**src/rtl/tcdm_bank_scheduler.sv**
```systemverilog
// tcdm_bank_scheduler: round-robin sharing of one single-port TCDM bank
// between NumIn requesters. Read data comes back through a small response
// FIFO guarded by credits, so a stalled consumer never loses a response.
module tcdm_bank_scheduler #(
  parameter int unsigned NumIn     = 4,
  parameter int unsigned AddrWidth = 8,
  parameter int unsigned DataWidth = 32,
  parameter int unsigned MetaWidth = 8,
  parameter int unsigned RespDepth = 2,
  localparam int unsigned BeWidth  = DataWidth / 8,
  localparam int unsigned IdxWidth = (NumIn > 1) ? $clog2(NumIn) : 1
) (
  input  logic                         clk_i,
  input  logic                         rst_ni,
  input  logic [NumIn-1:0]             req_valid_i,
  output logic [NumIn-1:0]             req_ready_o,
  input  logic [NumIn-1:0]             req_wen_i,
  input  logic [NumIn*AddrWidth-1:0]   req_addr_i,
  input  logic [NumIn*BeWidth-1:0]     req_be_i,
  input  logic [NumIn*DataWidth-1:0]   req_wdata_i,
  input  logic [NumIn*MetaWidth-1:0]   req_meta_i,
  output logic                         resp_valid_o,
  input  logic                         resp_ready_i,
  output logic [IdxWidth-1:0]          resp_idx_o,
  output logic [DataWidth-1:0]         resp_rdata_o,
  output logic [MetaWidth-1:0]         resp_meta_o,
  output logic                         bank_req_o,
  output logic                         bank_we_o,
  output logic [AddrWidth-1:0]         bank_addr_o,
  output logic [BeWidth-1:0]           bank_be_o,
  output logic [DataWidth-1:0]         bank_wdata_o,
  input  logic [DataWidth-1:0]         bank_rdata_i
);

  localparam int unsigned OccWidth = $clog2(RespDepth + 1);
  localparam int unsigned PtrWidth = $clog2(RespDepth);

  // Per-requester views of the packed request fields
  logic [AddrWidth-1:0] addr_arr  [NumIn];
  logic [BeWidth-1:0]   be_arr    [NumIn];
  logic [DataWidth-1:0] wdata_arr [NumIn];
  logic [MetaWidth-1:0] meta_arr  [NumIn];
  logic [NumIn-1:0]     eligible;

  // State
  logic [IdxWidth-1:0]  rr_q, rr_d;
  logic                 inflight_q, inflight_d;
  logic [IdxWidth-1:0]  inflight_idx_q;
  logic [MetaWidth-1:0] inflight_meta_q;
  logic [OccWidth-1:0]  cnt_q, cnt_d;
  logic [PtrWidth-1:0]  wptr_q, wptr_d, rptr_q, rptr_d;
  logic [DataWidth-1:0] fifo_data_q [RespDepth];
  logic [IdxWidth-1:0]  fifo_idx_q  [RespDepth];
  logic [MetaWidth-1:0] fifo_meta_q [RespDepth];

  // Control
  logic                 grant_valid, grant, grant_read;
  logic [IdxWidth-1:0]  grant_idx;
  logic                 fifo_empty, pop, fifo_pop, fifo_push, read_credit;
  logic [OccWidth:0]    occ_q, occ_limit;
  int unsigned          cand;

  for (genvar gi = 0; gi < NumIn; gi++) begin : g_unpack
    assign addr_arr[gi]    = req_addr_i[gi*AddrWidth +: AddrWidth];
    assign be_arr[gi]      = req_be_i[gi*BeWidth +: BeWidth];
    assign wdata_arr[gi]   = req_wdata_i[gi*DataWidth +: DataWidth];
    assign meta_arr[gi]    = req_meta_i[gi*MetaWidth +: MetaWidth];
    // Writes never need a credit; reads need a free response slot
    assign eligible[gi]    = req_valid_i[gi] & (req_wen_i[gi] | read_credit);
    assign req_ready_o[gi] = grant & (grant_idx == IdxWidth'(gi));
  end

  // Credit: a slot freed by this cycle's pop may be reused by this cycle's read
  assign occ_q       = (OccWidth+1)'(cnt_q) + (OccWidth+1)'(inflight_q);
  assign occ_limit   = (OccWidth+1)'(RespDepth) + (OccWidth+1)'(pop);
  assign read_credit = occ_q < occ_limit;

  // Round-robin scan starting at rr_q; first eligible requester wins
  always_comb begin
    grant_valid = 1'b0;
    grant_idx   = '0;
    cand        = 0;
    for (int unsigned k = 0; k < NumIn; k++) begin
      cand = (32'(rr_q) + k) % NumIn;
      if (!grant_valid && eligible[cand]) begin
        grant_valid = 1'b1;
        grant_idx   = IdxWidth'(cand);
      end
    end
  end

  assign grant      = grant_valid & rst_ni;
  assign grant_read = grant & ~req_wen_i[grant_idx];

  assign bank_req_o   = grant;
  assign bank_we_o    = req_wen_i[grant_idx];
  assign bank_addr_o  = addr_arr[grant_idx];
  assign bank_be_o    = be_arr[grant_idx];
  assign bank_wdata_o = wdata_arr[grant_idx];

  // Response head: FIFO entry if any, otherwise the read arriving from the bank
  assign fifo_empty   = (cnt_q == '0);
  assign resp_valid_o = rst_ni & (~fifo_empty | inflight_q);
  assign resp_rdata_o = fifo_empty ? bank_rdata_i    : fifo_data_q[rptr_q];
  assign resp_idx_o   = fifo_empty ? inflight_idx_q  : fifo_idx_q[rptr_q];
  assign resp_meta_o  = fifo_empty ? inflight_meta_q : fifo_meta_q[rptr_q];

  assign pop       = resp_valid_o & resp_ready_i;
  assign fifo_pop  = pop & ~fifo_empty;
  // Arriving data bypasses storage only when it is consumed in the same cycle
  assign fifo_push = inflight_q & ~(fifo_empty & pop);

  // Next-state for pointer, occupancy and arbitration state
  always_comb begin
    rr_d       = rr_q;
    inflight_d = grant_read;
    wptr_d     = wptr_q;
    rptr_d     = rptr_q;
    cnt_d      = cnt_q + OccWidth'(fifo_push) - OccWidth'(fifo_pop);
    if (grant) begin
      rr_d = (grant_idx == IdxWidth'(NumIn - 1)) ? '0 : grant_idx + 1'b1;
    end
    if (fifo_push) begin
      wptr_d = (wptr_q == PtrWidth'(RespDepth - 1)) ? '0 : wptr_q + 1'b1;
    end
    if (fifo_pop) begin
      rptr_d = (rptr_q == PtrWidth'(RespDepth - 1)) ? '0 : rptr_q + 1'b1;
    end
  end

  // Control state with synchronous active-low reset
  always_ff @(posedge clk_i) begin
    if (!rst_ni) begin
      rr_q       <= '0;
      inflight_q <= 1'b0;
      cnt_q      <= '0;
      wptr_q     <= '0;
      rptr_q     <= '0;
    end else begin
      rr_q       <= rr_d;
      inflight_q <= inflight_d;
      cnt_q      <= cnt_d;
      wptr_q     <= wptr_d;
      rptr_q     <= rptr_d;
    end
  end

  // Payload storage without reset; validity is tracked by the control state
  always_ff @(posedge clk_i) begin
    if (grant_read) begin
      inflight_idx_q  <= grant_idx;
      inflight_meta_q <= meta_arr[grant_idx];
    end
    if (fifo_push) begin
      fifo_data_q[wptr_q] <= bank_rdata_i;
      fifo_idx_q[wptr_q]  <= inflight_idx_q;
      fifo_meta_q[wptr_q] <= inflight_meta_q;
    end
  end

`ifndef SYNTHESIS
  a_no_overflow: assert property (@(posedge clk_i) disable iff (!rst_ni)
    !(fifo_push && !fifo_pop && cnt_q == OccWidth'(RespDepth)));
  a_ready_onehot0: assert property (@(posedge clk_i) disable iff (!rst_ni)
    $onehot0(req_ready_o));
  a_occ_bound: assert property (@(posedge clk_i) disable iff (!rst_ni)
    occ_q <= (OccWidth+1)'(RespDepth));
`endif

endmodule

```
**config.mk**
```make
export PLATFORM = sky130hd
export DESIGN_NAME = tcdm_bank_scheduler
export DESIGN_NICKNAME = d
export VERILOG_FILES = /design/src/rtl/tcdm_bank_scheduler.sv
export SDC_FILE = /design/constraint.sdc
export NUM_CORES = 1
export LEC_CHECK = 0
export ABC_CLOCK_PERIOD_IN_PS = 7600
export CORE_UTILIZATION = 26
export CTS_CLUSTER_DIAMETER = 200
export DETAILED_ROUTE_END_ITERATION = 8
export GPL_ROUTABILITY_DRIVEN = 0
export GPL_TIMING_DRIVEN = 0
export HOLD_SLACK_MARGIN = 0.1
export PLACE_DENSITY_LB_ADDON = 0.15
export SKIP_LAST_GASP = 1
export SLEW_MARGIN = 20
export SYNTH_ARGS = -nofsm -noshare
export SYNTH_HDL_FRONTEND = slang
export SYNTH_SLANG_ARGS = --single-unit
```
**constraint.sdc**
```tcl
create_clock -name clk_i -period 7.6 [get_ports clk_i]
set_input_delay 0.76 -clock clk_i [delete_from_list [all_inputs] [get_ports clk_i]]
set_output_delay 0.76 -clock clk_i [all_outputs]
set_load 0.02 [all_outputs]
```
==> impl_results.md <==
* Worst reg2reg setup slack at 3.99 ns
* Terminus of the critical flop-to-flop path: inflight_meta_q[0]$_DFFE_PP_
* Inserted Diodes at 0
* IO Pins at 344
* XOR/XNOR Fraction of Synth Area at 0.427%
* First-pass DRT Iterations at 4
* Crit-path slowest cell: clkdlybuf4s50_1
* HPWL Detailed at 18400 um
* Hold WS at 0.482 ns
* Critical Path Source Type: input pin
* CTS tree: done
* VDD IR max at 0.125 mV
* DR WL/cell at 19.0 um
* Synthesized area at 6160 um2
* Unique cell type count in the Yosys netlist at 38
* Worst setup path category: in2out
* Largest family of logic cells by synthesized area: multiplexers
* DR iter-0 viols at 181
* Final setup margin at 2.64 ns
* Crit path launch: rst_ni
* Post-synth top flop: edfxtp_1
* Synth Area in Simple Gates at 5.79%
* Maximum root-to-sink buffer count at 2
* Hold Buf Count CTS at 0
* Power per Cell Area at 333 nW/um2
* Root buf cell: clkbuf_16
* Final Hold Fails at 0
* Share of layout cells above drive strength 1 at 5.56%
* DIE HEIGHT at 156 um
* Vias in the first global route at 5460
* Syn_nets at 760
* Clock latency on the worst-skew pair at 0.34 ns
* RSZ-0062 raised after global routing: no
* Final Max Slew Viols at 0
* Arr. time, crit path at 4.20 ns
* First-pass GRT wire length at 32500 um
* Worst-margin pin slew at 0.999 ns
* DP Worst Slack at 2.62 ns
* Final min period at 4.96 ns
* Die X-Extent at 156 um
* Worst r2r src: cnt_q[0]$_SDFF_PN0_
* Crit path cell chain: clkdlybuf4s50_1 -> and4bb_2 -> a211o_1 -> o2bb2ai_1 -> a22oi_1 -> nor2b_1 -> buf_2 -> buf_2 -> ha_1 -> and3_1 -> clkdlybuf4s50_1
* Gr ovfl total at 0
* Max-cap violation count at 0
* Mux cell area share after synthesis at 32.2%
* Initial antenna violation count at 0
* Adder-Cell Fraction of Synth Area at 1.63%
* Largest net degree at the start of global routing at 18
* Share of async-settable or async-resettable flops after synthesis at 0%
* Post-CTS Setup Inserts at 0
* ANT nets after route at 0
* Tot Pwr at 3.46 mW
* Vias at 5193
* Area growth syn-to-layout at 68.6%
* Multi-input gate area in the final layout at 2880 um2
* Clock buffer count from CTS at 9
* LEAKAGE at 4.08 nW
* Worst path required time at 6.84 ns
* Core area at 22900 um2
* Final Setup Violations at 0
* H-tree depth at 3
* Gates resized, CTS repair at 0
* Yosys reg bits at 102
* Slew margin rel. at 33.2%
* Via/cell ratio at 4.41
* Syn Area/Cell at 12.3 um2
* Clock-pin transition on the worst setup and hold timing paths at 0.07 ns
* CP endpoint kind: primary output
* Utilization after layout at 45.3%
* Full die area at 24300 um2
* Setup tns final at 0 ns
* EDFF count, synth at 94
* Hold WC Path Type: reg2reg
* Worst Clk Skew at 0.00588 ns
* GRT Total Usage at 18.4%
* Std cell rows at 55
* Seq/Total Area, Yosys at 48.4%
* CP Max Fanout at 12
* Final #Nets at 1118
* Sequential cell area at 2980 um2
* FILL cells at 2152
* Synth Warn # at 0
* Syn Inst Count at 501
* Run status: completed
* Port-buffer cells at 343
* Synth Area in Compound Gates at 6.54%
* Num Clock Sinks at 102
* R2R depth at 11
* Period utilization at 65.2%
* Initial Utilization at 26.9%
* WL final at 22400 um
* Critical Path End: req_ready_o[3]
* Slowest stage delay, CP at 0.63 ns
* Fmax at 0.202 GHz
* Drc violations at 0
sequential cells by signal, indices dropped and copies added (netlist names), named ones only:
register and cells:
fifo_data_q 64, fifo_meta_q 16, inflight_meta_q 8, fifo_idx_q 4, cnt_q 2, inflight_idx_q 2
rr_q 2, inflight_q 1, rptr_q 1, wptr_q 1
cell usage in the layout (no fill, tap or decap), types with 6 or more instances in the layout:
| cell | instances |
|---|---|
| clkdlybuf4s50_1 | 343 |
| mux2i_1 | 198 |
| edfxtp_1 | 94 |
| buf_2 | 7 |
| buf_12 | 6 |
| and2_1 | 7 |
| nand2_1 | 6 |
| a21oi_1 | 46 |
| clkbuf_16 | 9 |
| clkbuf_1 | 12 |
| dfxtp_1 | 8 |
| nor2_1 | 44 |
| ha_1 | 8 |
| inv_1 | 8 |
critical path, delay by kind of cell:
family	cells	cell delay [ns]
AO/OA/AOI/OAI	3	0.66
AND/OR/NAND/NOR	3	0.64
adder cells (fa/ha/maj)	1	0.26
buffers and inverters	4	1.85
layout make-up:
class                   instances  share of cell area, %
repair buffers                347                   34.1
flip-flops and latches        102                   28.7
well taps                     313                   3.77
inverters                      10                  0.434
clock inverters                 6                  0.458
multi-input cells             354                   27.8
clock buffers                  10                   2.20
plain buffers                  35                   2.54
power by group:
part	switching (mW)	total [mW]	internal, mW	leakage (nW)
Sequential	0.0401	0.788	0.748	0.927
Clock	0.199	0.424	0.224	0.127
Combinational	1.19	2.25	1.06	3.03
Total	1.42	3.46	2.03	4.08
cells in the mapped netlist, types with 2 or more instances:
cell	n	share of area [%]
nand3_1	3	0.24
a21boi_0	2	0.24
o21ai_0	4	0.33
ha_1	8	1.6
nand2_1	6	0.37
and2_1	7	0.71
a211o_1	4	0.57
clkbuf_1	11	0.67
edfxtp_1	94	46
o211ai_1	2	0.24
nor2_1	46	2.8
a211oi_2	2	0.41
buf_2	7	0.57
a21oi_1	46	3.7
inv_1	8	0.49
and3_1	5	0.51
xnor2_1	3	0.43
buf_12	6	2.0
clkbuf_4	4	0.49
mux2i_1	198	32
buf_1	5	0.30
a21boi_1	2	0.24
or3_1	2	0.20
nor2b_1	5	0.51
dfxtp_1	8	2.6
routing by layer:
layer / up-vias / GRT usage (%) / wire, um
met5: - / 0 / 0
met4: 0 / 6.12 / 539
met3: 28 / 6.42 / 1890
met2: 200 / 33.6 / 11700
met1: 2383 / 19.4 / 8310
li1: 2582 / - / -
stage by stage:
step	instance area (um2)	instances
6_report	10400	1177
2_1_floorplan	6160	501
4_1_cts	10400	1177
3_5_place_dp	10100	1161
3_3_place_gp	9980	1157
5_1_grt	10400	1177
how the worst min path moves through the flow:
stage,to,startpoint,cells after the start
final,fifo_meta_q[1][2]$_DFFE_PP_,inflight_meta_q[2]$_DFFE_PP_,0
after global routing,fifo_meta_q[0][0]$_DFFE_PP_,inflight_meta_q[0]$_DFFE_PP_,0
after CTS,fifo_meta_q[0][0]$_DFFE_PP_,inflight_meta_q[0]$_DFFE_PP_,0
after detailed placement,fifo_meta_q[0][0]$_DFFE_PP_,inflight_meta_q[0]$_DFFE_PP_,0
after global placement,fifo_meta_q[0][0]$_DFFE_PP_,inflight_meta_q[0]$_DFFE_PP_,0
after floorplan,fifo_idx_q[0][0]$_DFFE_PP_,inflight_idx_q[0]$_DFFE_PP_,0
logic make-up after synthesis:
group / Yosys count
xor+xnor: 3
buf+inv: 45
simple gates: 77
flops: 102
compound gates: 68
mux: 198
fa+ha+maj: 8
(Power assumes the default switching activity.)
